File: src/rtl/pool_pkg.sv
// Shared constants and FSM encoding for the 2x2 max-pooling controller.
package pool_pkg;

    localparam int DEF_WIDTH = 9;
    localparam int DEF_IMG_W = 28;
    localparam int DEF_IMG_H = 28;

    typedef enum logic [1:0] {
        IDLE  = 2'd0,
        RUN   = 2'd1,
        FLUSH = 2'd2
    } state_e;

endpackage

File: src/rtl/pool_ctrl_max2.sv
// Combinational signed two-input maximum; ties return the common value.
module max2
    import pool_pkg::*;
#(
    parameter int WIDTH = DEF_WIDTH
) (
    input  logic signed [WIDTH-1:0] a_i,
    input  logic signed [WIDTH-1:0] b_i,
    output logic signed [WIDTH-1:0] y_o
);

    // Direct signed compare: no subtraction, so extreme operands cannot overflow.
    assign y_o = (a_i > b_i) ? a_i : b_i;

endmodule

File: src/rtl/pool_ctrl.sv
// 2x2 stride-2 max-pooling controller: horizontal max per pixel pair,
// even-row results parked in a line buffer, odd rows emit the vertical max.
module pool_ctrl
    import pool_pkg::*;
#(
    parameter int WIDTH = DEF_WIDTH,
    parameter int IMG_W = DEF_IMG_W,
    parameter int IMG_H = DEF_IMG_H
) (
    input  logic                    clk,
    input  logic                    rst_n,
    input  logic                    start,
    input  logic                    in_valid,
    input  logic signed [WIDTH-1:0] in_data,
    output logic                    in_ready,
    output logic                    out_valid,
    output logic signed [WIDTH-1:0] out_data,
    input  logic                    out_ready,
    output logic                    busy,
    output logic                    done
);

    localparam int CW = (IMG_W > 2) ? $clog2(IMG_W) : 1;
    localparam int RW = (IMG_H > 2) ? $clog2(IMG_H) : 1;
    localparam int LN = IMG_W / 2;
    localparam int LW = (LN > 1) ? $clog2(LN) : 1;

    localparam logic [CW-1:0] COL_LAST = CW'(IMG_W - 1);
    localparam logic [CW-1:0] COL_ONE  = CW'(1);
    localparam logic [RW-1:0] ROW_LAST = RW'(IMG_H - 1);
    localparam logic [RW-1:0] ROW_ONE  = RW'(1);

    state_e                  state_q, state_d;
    logic [CW-1:0]           col_q, col_d;
    logic [RW-1:0]           row_q, row_d;
    logic signed [WIDTH-1:0] pix_q;
    logic signed [WIDTH-1:0] out_data_q;
    logic                    out_valid_q;
    logic signed [WIDTH-1:0] lbuf_q [LN];
    logic signed [WIDTH-1:0] h_max;
    logic signed [WIDTH-1:0] v_max;
    logic [LW-1:0]           lidx;
    logic                    accept;

    assign in_ready  = (state_q == RUN) && (!out_valid_q || out_ready);
    assign accept    = in_valid && in_ready;
    assign out_valid = out_valid_q;
    assign out_data  = out_data_q;
    assign busy      = (state_q != IDLE);
    assign lidx      = LW'(col_q >> 1);

    max2 #(.WIDTH(WIDTH)) u_hmax (
        .a_i (pix_q),
        .b_i (in_data),
        .y_o (h_max)
    );

    max2 #(.WIDTH(WIDTH)) u_vmax (
        .a_i (h_max),
        .b_i (lbuf_q[lidx]),
        .y_o (v_max)
    );

    always_comb begin
        state_d = state_q;
        col_d   = col_q;
        row_d   = row_q;
        done    = 1'b0;
        unique case (state_q)
            IDLE: begin
                if (start) begin
                    state_d = RUN;
                    col_d   = '0;
                    row_d   = '0;
                end
            end
            RUN: begin
                if (accept) begin
                    if (col_q == COL_LAST) begin
                        col_d = '0;
                        row_d = row_q + ROW_ONE;
                        if (row_q == ROW_LAST) begin
                            row_d   = '0;
                            state_d = FLUSH;
                        end
                    end else begin
                        col_d = col_q + COL_ONE;
                    end
                end
            end
            FLUSH: begin
                if (!out_valid_q) begin
                    state_d = IDLE;
                    done    = 1'b1;
                end
            end
            default: state_d = IDLE;
        endcase
    end

    always_ff @(posedge clk) begin
        if (!rst_n) begin
            state_q     <= IDLE;
            col_q       <= '0;
            row_q       <= '0;
            pix_q       <= '0;
            out_valid_q <= 1'b0;
            out_data_q  <= '0;
        end else begin
            state_q <= state_d;
            col_q   <= col_d;
            row_q   <= row_d;
            if (accept && !col_q[0]) begin
                pix_q <= in_data;
            end
            if (accept && col_q[0] && row_q[0]) begin
                out_valid_q <= 1'b1;
                out_data_q  <= v_max;
            end else if (out_ready) begin
                out_valid_q <= 1'b0;
            end
        end
    end

    // Line buffer holds even-row pair maxima; contents survive reset.
    always_ff @(posedge clk) begin
        if (accept && col_q[0] && !row_q[0]) begin
            lbuf_q[lidx] <= h_max;
        end
    end

endmodule

File: config.mk
export PLATFORM = sky130hd
export DESIGN_NAME = pool_ctrl
export DESIGN_NICKNAME = d
export VERILOG_FILES = /design/src/rtl/pool_pkg.sv /design/src/rtl/pool_ctrl_max2.sv /design/src/rtl/pool_ctrl.sv
export SDC_FILE = /design/constraint.sdc
export NUM_CORES = 1
export LEC_CHECK = 0
export ABC_AREA = 1
export CAP_MARGIN = 15
export CORE_ASPECT_RATIO = 1.25
export CORE_MARGIN = 8
export CORE_UTILIZATION = 60
export DETAILED_ROUTE_END_ITERATION = 10
export GPL_ROUTABILITY_DRIVEN = 0
export GPL_TIMING_DRIVEN = 1
export HOLD_SLACK_MARGIN = 0.08
export PLACE_DENSITY = 0.83
export SETUP_SLACK_MARGIN = 0.1
export SLEW_MARGIN = 5
export SYNTH_ARGS = -nofsm -noshare
export SYNTH_HDL_FRONTEND = slang
export SYNTH_SLANG_ARGS = --single-unit
File: constraint.sdc
create_clock -name clk -period 7.7 [get_ports clk]
set_clock_uncertainty 0.1 [all_clocks]
set_input_delay 1.155 -clock clk [delete_from_list [all_inputs] [get_ports clk]]
set_output_delay 1.155 -clock clk [all_outputs]
set_load 0.05 [all_outputs]
# Word-level counts from Yosys, hierarchy flattened

Memories as Yosys holds them, arrays and structs flattened. A register that Yosys moved wholly into a read port is not among the register bits.
Cells that the tools add are included.

Flip-flop bits (word level): 31
Bits in latches: 0
Memory bits (writable): 126
ROM bits: 0
Input port bits: 14
Output and inout bits: 13
Logic and storage cells: 61
Memories kept: 1

Add/subtract/negate cells: 2
Multipliers: 0
Divide/modulo/power cells: 0
Magnitude comparators: 2
Equality and inequality tests: 9
Shift-type cells: 0
Muxes and demuxes: 24
Bitwise logic cells: 0
Reductions and logical operators: 17

Memory list:

| memory | words | width | read ports | clocked after Yosys merged registers in | wr ports | RTL line        | text |
|---|---|---|---|---|---|---|---|
| lbuf_q | 14    | 9     | 1          | 1                                       | 1        | pool_ctrl.sv:39 | `logic signed [WIDTH-1:0] lbuf_q [LN];` |

Operator list:

| operator                                            | number |
|---|---|
| two-way mux 5 bit                                   | 6 |
| one-hot mux 5 bit (2 select lines)                  | 2 |
| greater-than comparator 9 bit                       | 2 |
| two-way mux 9 bit                                   | 2 |
| adder 5 x 1 -> 5 bit, second input constant         | 2 |
| equality test 5 bit, second input constant          | 2 |
| two-way mux 2 bit                                   | 5 |
| two-way mux 4 bit                                   | 2 |
| logical AND 1 bit                                   | 6 |
| two-way mux 1 bit                                   | 6 |
| != test 2 bit, second input constant                | 3 |
| one-hot mux 2 bit (3 select lines)                  | 1 |
| nonzero test 2 bit                                  | 3 |
| AND reduction 5 bit                                 | 1 |
| != test 2 x 1 -> 1 bit, second input constant       | 2 |
| AND reduction 4 bit                                 | 1 |
| logical NOT 1 bit                                   | 3 |
| AND reduction 3 bit                                 | 1 |
| equality test 2 x 1 -> 1 bit, second input constant | 1 |
| equality test 2 bit, second input constant          | 1 |
| logical NOT 2 bit                                   | 1 |
| logical OR 1 bit                                    | 1 |

# Longest topological paths before layout

Gate-level depths: netlist (run 1).

Word-level depth: 8
Gate-level depth with buffers: 25
Depth with buffers taken out: 25

# Cells and area by module

From an unflattened synthesis (run 1), not the netlist that was laid out.

Cell total of the unflattened synthesis: 758
Area, all modules: 7,342.0 µm²

By module, submodules not included:

| module    | instances | cells each | area an instance (µm²) | sequential area each (µm²) |
|---|---|---|---|---|
| pool_ctrl | 1         | 606        | 6,516.2                | 4,484.3 |
| max2      | 2         | 76         | 412.9                  | 0.0 |

# Worst setup path after synthesis (run 1)

No wires, ideal clock.

Path type: in2reg
From: input in_data[8]
To: register out_data_q[2] (netlist: out_data[2])
Setup time: 0.070 ns
Arrival: 4.030 ns
Setup slack: 3.500 ns
Stages: 18
Buffers on the path: 1
Path through: inv_1 ha_1 nand2_1 inv_1 a21oi_1 nand3_1 o21ai_0 ha_1 nand2_1 inv_1 a21oi_1 nand3_1 nand2_1 nand2_1 buf_2 nor2_1 nor2_1 a21oi_1

Word-level cells in the longest chain between the ends: 4

RTL lines:

| element                           | RTL line             | text |
|---|---|---|
| from (decl)                       | pool_ctrl.sv:14      | `input logic signed [WIDTH-1:0] in_data,` |
| greater-than comparator 9 bit     | pool_ctrl_max2.sv:13 | `assign y_o = (a_i > b_i) ? a_i : b_i;` |
| two-way mux 9 bit (*)             | pool_ctrl_max2.sv:13 |  |
| via h_max[8]                      | pool_ctrl.sv:40      | `logic signed [WIDTH-1:0] h_max;` |
| greater-than comparator 9 bit (*) | pool_ctrl_max2.sv:13 |  |
| two-way mux 9 bit (*)             | pool_ctrl_max2.sv:13 |  |
| to (signal assigned)              | pool_ctrl.sv:118     | `out_data_q <= v_max;` |
| to (decl)                         | pool_ctrl.sv:37      | `logic signed [WIDTH-1:0] out_data_q;` |

Mark *: on every way through the listed nets, which the timed path passes. The rest lies on a longest branch.
A chain may end at the register's enable or synchronous reset.

# Worst setup path in the final report (run 1)

From: input in_data[8]
To: register out_data_q[8] (netlist: out_data[8])

Word-level cells in the longest chain between the ends: 4

RTL lines:

| element                       | RTL line |
|---|---|
| greater-than comparator 9 bit | pool_ctrl_max2.sv:13 |
| two-way mux 9 bit             | pool_ctrl_max2.sv:13 |
| via h_max[7]                  | pool_ctrl.sv:40 |
| greater-than comparator 9 bit | pool_ctrl_max2.sv:13 |
| two-way mux 9 bit             | pool_ctrl_max2.sv:13 |

The timed path passes the listed nets, and every way through them passes these cells.

==> flow_metrics.tcl, run 1 <==
set metrics [dict create \
    ctsHoldBuffers 0 \
    ys.warnings.count 0 \
    yosysUniqueCellTypes 34 \
    port-buffer-count 26 \
    syn_area_per_cell_um2 9.59 \
    drv_cap 0 \
    syn_nets 797 \
    path_clk_slew_ns 0.06 \
    worst_setup_path_startpoint "in_data[8]" \
    dp_hpwl_mm 10.7 \
    clock-sinks 161 \
    ant_nets 0 \
    worstSetupPathType "primary input to flip-flop" \
    num_rows 45 \
    maxSlewViolCount 0 \
    core_um2 12000 \
    num_vias 5698 \
    fin_crit_sh_pct 65.6 \
    max_stage_delay_ns 0.47 \
    cp_data_arrival_time_ns 5.26 \
    area_delta_synth_final_pct 13.4 \
    fin_tns_setup_ns 0 \
    total_power_w 0.00234 \
    whs_ns 0.416 \
    r2r_start "pix_q[8]" \
    holdCritPathClass "flip-flop to flip-flop" \
    clk_path_buf_depth 2 \
    n_fill_cell 859 \
    die_x_um 115 \
    cp_common_cell "nand2_1" \
    yosysSeqAreaShare_pct 61.3 \
    hold_viol_final 0 \
    ctsResizeCount 0 \
    layout-drive-gt1-share_pct 7.63 \
    path_buf_inv 5 \
    num_antenna_cells 0 \
    wl_per_cell_um 18.3 \
    clock_latency_ns 0.42 \
    viasPerCell 5.92 \
    firstDrtPassIters 6 \
    fmax_ghz 0.198 \
    die-area_um2 16000 \
    status "finished, final reports clean" \
    dieHeight_um 139 \
    slew_headroom_pct 18.3 \
    grt_remaining_overflow 0 \
    seq_area_um2 4490 \
    drc 0 \
    peakVddDrop_mv 0.210 \
    rsz0062_at_grt "false" \
    critPathCaptureType "flip-flop" \
    path_max_fanout 15 \
    crit_slowest_cell "clkdlybuf4s50_1" \
    grt_max_degree 56 \
    cts.htree.levels 4 \
    synth-seq-cells 161 \
    crit_family "simple AND/OR/NAND/NOR gates" \
    path_cells "clkdlybuf4s50_1 -> inv_1 -> ha_1 -> nand2_1 -> inv_1 -> a21oi_1 -> nand3_1 -> nand2_2 -> nand2_1 -> nand2_1 -> and2_1 -> ha_1 -> nand2_1 -> inv_1 -> a21oi_1 -> nand3_1 -> nand2_1 -> nand2_1 -> nand2_1 -> nand2_1 -> o21ai_1 -> inv_1" \
    worst_slew_pin_slew_ns 1.22 \
    cts_tree "yes" \
    drtIter0Drc 612 \
    finalNetCount 820 \
    synthCells 763 \
    power.density_nw_per_um2 282 \
    multi_input_area_um2 2450 \
    antenna_found_initial 0 \
    min_from "row_q[1]" \
    top_level_ports 27 \
    postCtsSetupRepairBufs 0 \
    grt_pass1_vias 5677 \
    grt_util_all_layers_pct 22.9 \
    grt_pass1_wl_mm 28.1 \
    power_leakage_nw 3.29 \
    post-route-min-period_ns 5.05 \
    wirelength_mm 17.7 \
    clockRootBuffer "clkbuf_16" \
    crit_required_ns 7.92 \
    finalSetupViolations 0 \
    start_kind "primary input" \
    cts_buffers 17 \
    start_util_pct 60.7 \
    syn_area_um2 7320 \
]
[cell usage in the layout, fill, tap and decap left out, drive strengths merged]
cell type      instances
nand3                 68
dfxtp                 35
o211ai                 7
nand4                  2
clkdlybuf4s50         26
o21ai                 55
edfxtp               126
clkinvlp               1
xnor2                  1
xor2                   1
clkinv                11
a41oi                  1
ha                    20
buf                    6
bufinv                 1
nor2                  94
and2                   8
a21o                   1
nand2                177
nor3                   7
nor3b                  1
or2                    1
a21oi                 53
a211oi                 2
nand3b                 1
inv                   74
clkbuf                19
[worst reg2reg max path, delay by kind of cell, from the launching register on]
family / cells / cell delay [ns]
flops: 1 / 0.33
simple gates: 12 / 2.21
fa+ha+maj: 2 / 0.66
buf+inv: 3 / 0.16
compound gates: 3 / 0.55
[sequential cells by signal (all words and copies together), names as in the netlist, named ones only]
signal and count:
pix_q 9, state_q 2, row_q 5, col_q 5, lbuf_q 126, out_valid 1
out_data 9
[cell usage after synthesis]
cell | instances | area, um2
nand2_1 | 174 | 653
edfxtp_1 | 126 | 3780
nor2_1 | 90 | 338
inv_1 | 69 | 259
nand3_1 | 67 | 335
a21oi_1 | 53 | 265
o21ai_0 | 51 | 255
dfxtp_1 | 35 | 701
ha_1 | 20 | 250
buf_2 | 15 | 75.1
clkbuf_1 | 9 | 33.8
and2_1 | 8 | 50.1
nor3_1 | 7 | 35.0
o211ai_1 | 7 | 52.6
inv_2 | 5 | 18.8
buf_1 | 3 | 11.3
nand2_2 | 3 | 18.8
a211oi_1 | 2 | 15.0
nor2_2 | 2 | 12.5
nor2_4 | 2 | 22.5
o21ai_1 | 2 | 10.0
a21o_1 | 1 | 7.51
a41oi_1 | 1 | 8.76
buf_4 | 1 | 7.51
nand3_2 | 1 | 10.0
nand3b_1 | 1 | 7.51
nand4_1 | 1 | 6.26
nand4_2 | 1 | 12.5
nor3b_2 | 1 | 12.5
o21ai_2 | 1 | 8.76
o21ai_4 | 1 | 16.3
or2_2 | 1 | 6.26
xnor2_1 | 1 | 8.76
xor2_1 | 1 | 8.76
[through the flow]
stage	instances	utilization (%)	area, um2	setup slack, ns
after floorplan	763	-	7320	3.50
after global placement	931	64.1	7720	2.72
after detailed placement	931	64.1	7720	2.51
after CTS	963	68.9	8300	2.79
after global routing	963	68.9	8300	2.39
final	963	68.9	8300	2.65
[area by class of cell]
class | instances | area share [%]
timing repair buffer | 32 | 3.68
inverter | 74 | 3.35
clock inverter | 13 | 1.34
clock buffer | 19 | 5.59
multi-input combinational | 500 | 29.5
sequential | 161 | 54.1
tap | 164 | 2.47
[layer usage]
metal | up-vias | GRT usage, % | share of wire (%)
met5 | - | 0 | 0
met4 | 0 | 14.9 | 5.4
met3 | 80 | 5.54 | 9.9
met2 | 364 | 38.0 | 49
met1 | 2633 | 25.6 | 36
li1 | 2621 | - | -
[path summary, 6_finish.rpt]
path              slack [ns]  cells after the start          end
setup / recovery        2.65                     22  out_data[8]
hold / removal          0.42                      2     row_q[1]
setup reg to reg        3.60                     20  out_data[8]
hold reg to reg         0.42                      2     row_q[1]
[power by group]
group          leakage, nW  switching [W]  total (W)  internal (W)
sequential            1.42      0.0000207    0.00107       0.00105
combinational         1.58       0.000340   0.000467      0.000127
clock                0.287       0.000330   0.000801      0.000471
total                 3.29       0.000691    0.00234       0.00165
[cells by family (layout without fill, tap and decap cells)]
family,Yosys count,count (layout),share of synthesized area (%)
compound gates,119,119,8.74
xor+xnor,2,2,0.239
fa+ha+maj,20,20,3.42
buf+inv,102,138,5.54
flops,161,161,61.3
simple gates,359,359,20.8
Note: power is estimated with default switching activity, not from simulation.
==> run 2, diff against run 1 <==
==> constraint.sdc (replaced) <==
create_clock -name clk -period 4.9 [get_ports clk]
set_clock_uncertainty 0.1 [all_clocks]
set_input_delay 0.735 -clock clk [delete_from_list [all_inputs] [get_ports clk]]
set_output_delay 0.735 -clock clk [all_outputs]
set_load 0.05 [all_outputs]
==> run 2 against run 1 <==
- worst setup slack got worse by 2.1 ns
- cell area grew 0.93%
- wire length decreased by 1.6%
- combinational power is 70% higher
- first-iteration DRC count down 13%
- clock-buffer cell count increased by 5
- largest cell class unchanged
- highest routed layer unchanged
==> flow_metrics.tcl, run 2 (synthesis gave the netlist of run 1 again) <==
set metrics [dict create \
    status "finished, final reports clean" \
    fin_tns_setup_ns 0 \
    antenna_found_initial 0 \
    start_kind "primary input" \
    clockRootBuffer "clkbuf_16" \
    post-route-min-period_ns 4.37 \
    cts_buffers 17 \
    power_leakage_nw 3.34 \
    grt_util_all_layers_pct 22.6 \
    worstSetupPathType "primary input to flip-flop" \
    crit_required_ns 5.12 \
    whs_ns 0.397 \
    critPathCaptureType "flip-flop" \
    finalSetupViolations 0 \
    clock_latency_ns 0.42 \
    die_x_um 115 \
    core_um2 12000 \
    num_antenna_cells 0 \
    grt_pass1_wl_mm 27.7 \
    ctsResizeCount 0 \
    cts.htree.levels 4 \
    worst_slew_pin_slew_ns 1.04 \
    dieHeight_um 139 \
    num_vias 5605 \
    grt_remaining_overflow 0 \
    postCtsSetupRepairBufs 0 \
    ctsHoldBuffers 0 \
    layout-drive-gt1-share_pct 7.33 \
    drc 0 \
    path_max_fanout 15 \
    cts_tree "yes" \
    start_util_pct 60.7 \
    mostFrequentLayoutCells "nand2_1, edfxtp_1, nor2_1" \
    viasPerCell 5.78 \
    port-buffer-count 26 \
    ant_nets 0 \
    dp_hpwl_mm 11.3 \
    num_rows 45 \
    firstDrtPassIters 5 \
    fin_crit_sh_pct 89.1 \
    final_core_util_pct 69.5 \
    finalNetCount 826 \
    holdCritPathClass "flip-flop to flip-flop" \
    peakVddDrop_mv 0.308 \
    total_power_w 0.00386 \
    regMostFlops "lbuf_q" \
    top_level_ports 27 \
    final.setup.worst_slack_ns 0.535 \
    power.density_nw_per_um2 460 \
    maxSlewViolCount 0 \
    wl_per_cell_um 18.0 \
    clock-sinks 161 \
    cp_data_arrival_time_ns 4.58 \
    fmax_ghz 0.229 \
    grt_max_degree 55 \
    path_clk_slew_ns 0.06 \
    wirelength_mm 17.4 \
    drtIter0Drc 532 \
    drv_cap 0 \
    hold_viol_final 0 \
    largest_register_ffs 126 \
    pre_cts_slack_ns 0.198 \
    die-area_um2 16000 \
    area_delta_synth_final_pct 14.4 \
    final_common_cell "nand2_1" \
    grt_pass1_vias 5510 \
    n_fill_cell 852 \
    slew_headroom_pct 30.4 \
    clk_path_buf_depth 2 \
    rsz0062_at_grt "false" \
]
-- run 2: changes by cell type in the layout (fill, tap and decap cells not counted), sizes merged --
cell / delta
buf: +6
bufinv: +2
clkbuf: +5
clkinv: -8
clkinvlp: +1
-- run 2: per-layer routing --
| layer | wire (um) | vias up | global-route usage [%] |
|---|---|---|---|
| li1 | - | 2632 | - |
| met1 | 6330 | 2586 | 25.1 |
| met2 | 8860 | 326 | 39.0 |
| met3 | 1390 | 61 | 4.81 |
| met4 | 809 | 0 | 13.2 |
| met5 | 0 | - | 0 |
-- run 2: cell type report --
class / instances / area [um2] / share of cell area [%]
Sequential cell: 161 / 4490 / 53.6
Inverter: 74 / 278 / 3.32
Clock inverter: 8 / 124 / 1.48
Timing Repair Buffer: 38 / 350 / 4.18
Tap cell: 164 / 205 / 2.45
Multi-Input combinational cell: 500 / 2430 / 29.0
Clock buffer: 24 / 504 / 6.02
-- run 2: power by group --
group          switching, W  leakage [nW]  internal [W]  total (W)
Combinational      0.000565          1.61      0.000227   0.000792
Sequential        0.0000326          1.42       0.00165    0.00168
Clock              0.000505         0.301      0.000875    0.00138
-- run 2: worst paths after layout --
check / slack, ns / depth (start not counted) / endpoint / from
min reg2reg: 0.40 / 2 / row_q[1] / row_q[1]
max: 0.53 / 22 / out_data[8] / in_data[8]
min: 0.40 / 2 / row_q[1] / row_q[1]
max reg2reg: 1.08 / 20 / out_data[8] / pix_q[8]
-- run 2: stage by stage --
stage	std cells	area, um2
finish	969	8370
global route	969	8370
CTS	969	8370
detailed placement	937	7750
global placement	937	7750
floorplan	763	7320
-- run 2: critical path, stage by stage --
cell and delay, ns:
clkdlybuf4s50_1 0.48, inv_1 0.06, ha_1 0.33, nand2_1 0.10, inv_1 0.05, a21oi_1 0.23, nand3_1 0.18, nand2_2 0.18
nand2_1 0.19, nand2_1 0.12, and2_1 0.46, ha_1 0.33, nand2_1 0.06, nor2_1 0.05, nand3b_1 0.09, nand3_1 0.08
nand2_1 0.12, nand2_1 0.29, nand2_1 0.16, nand2_1 0.06, o21ai_1 0.14, inv_1 0.06
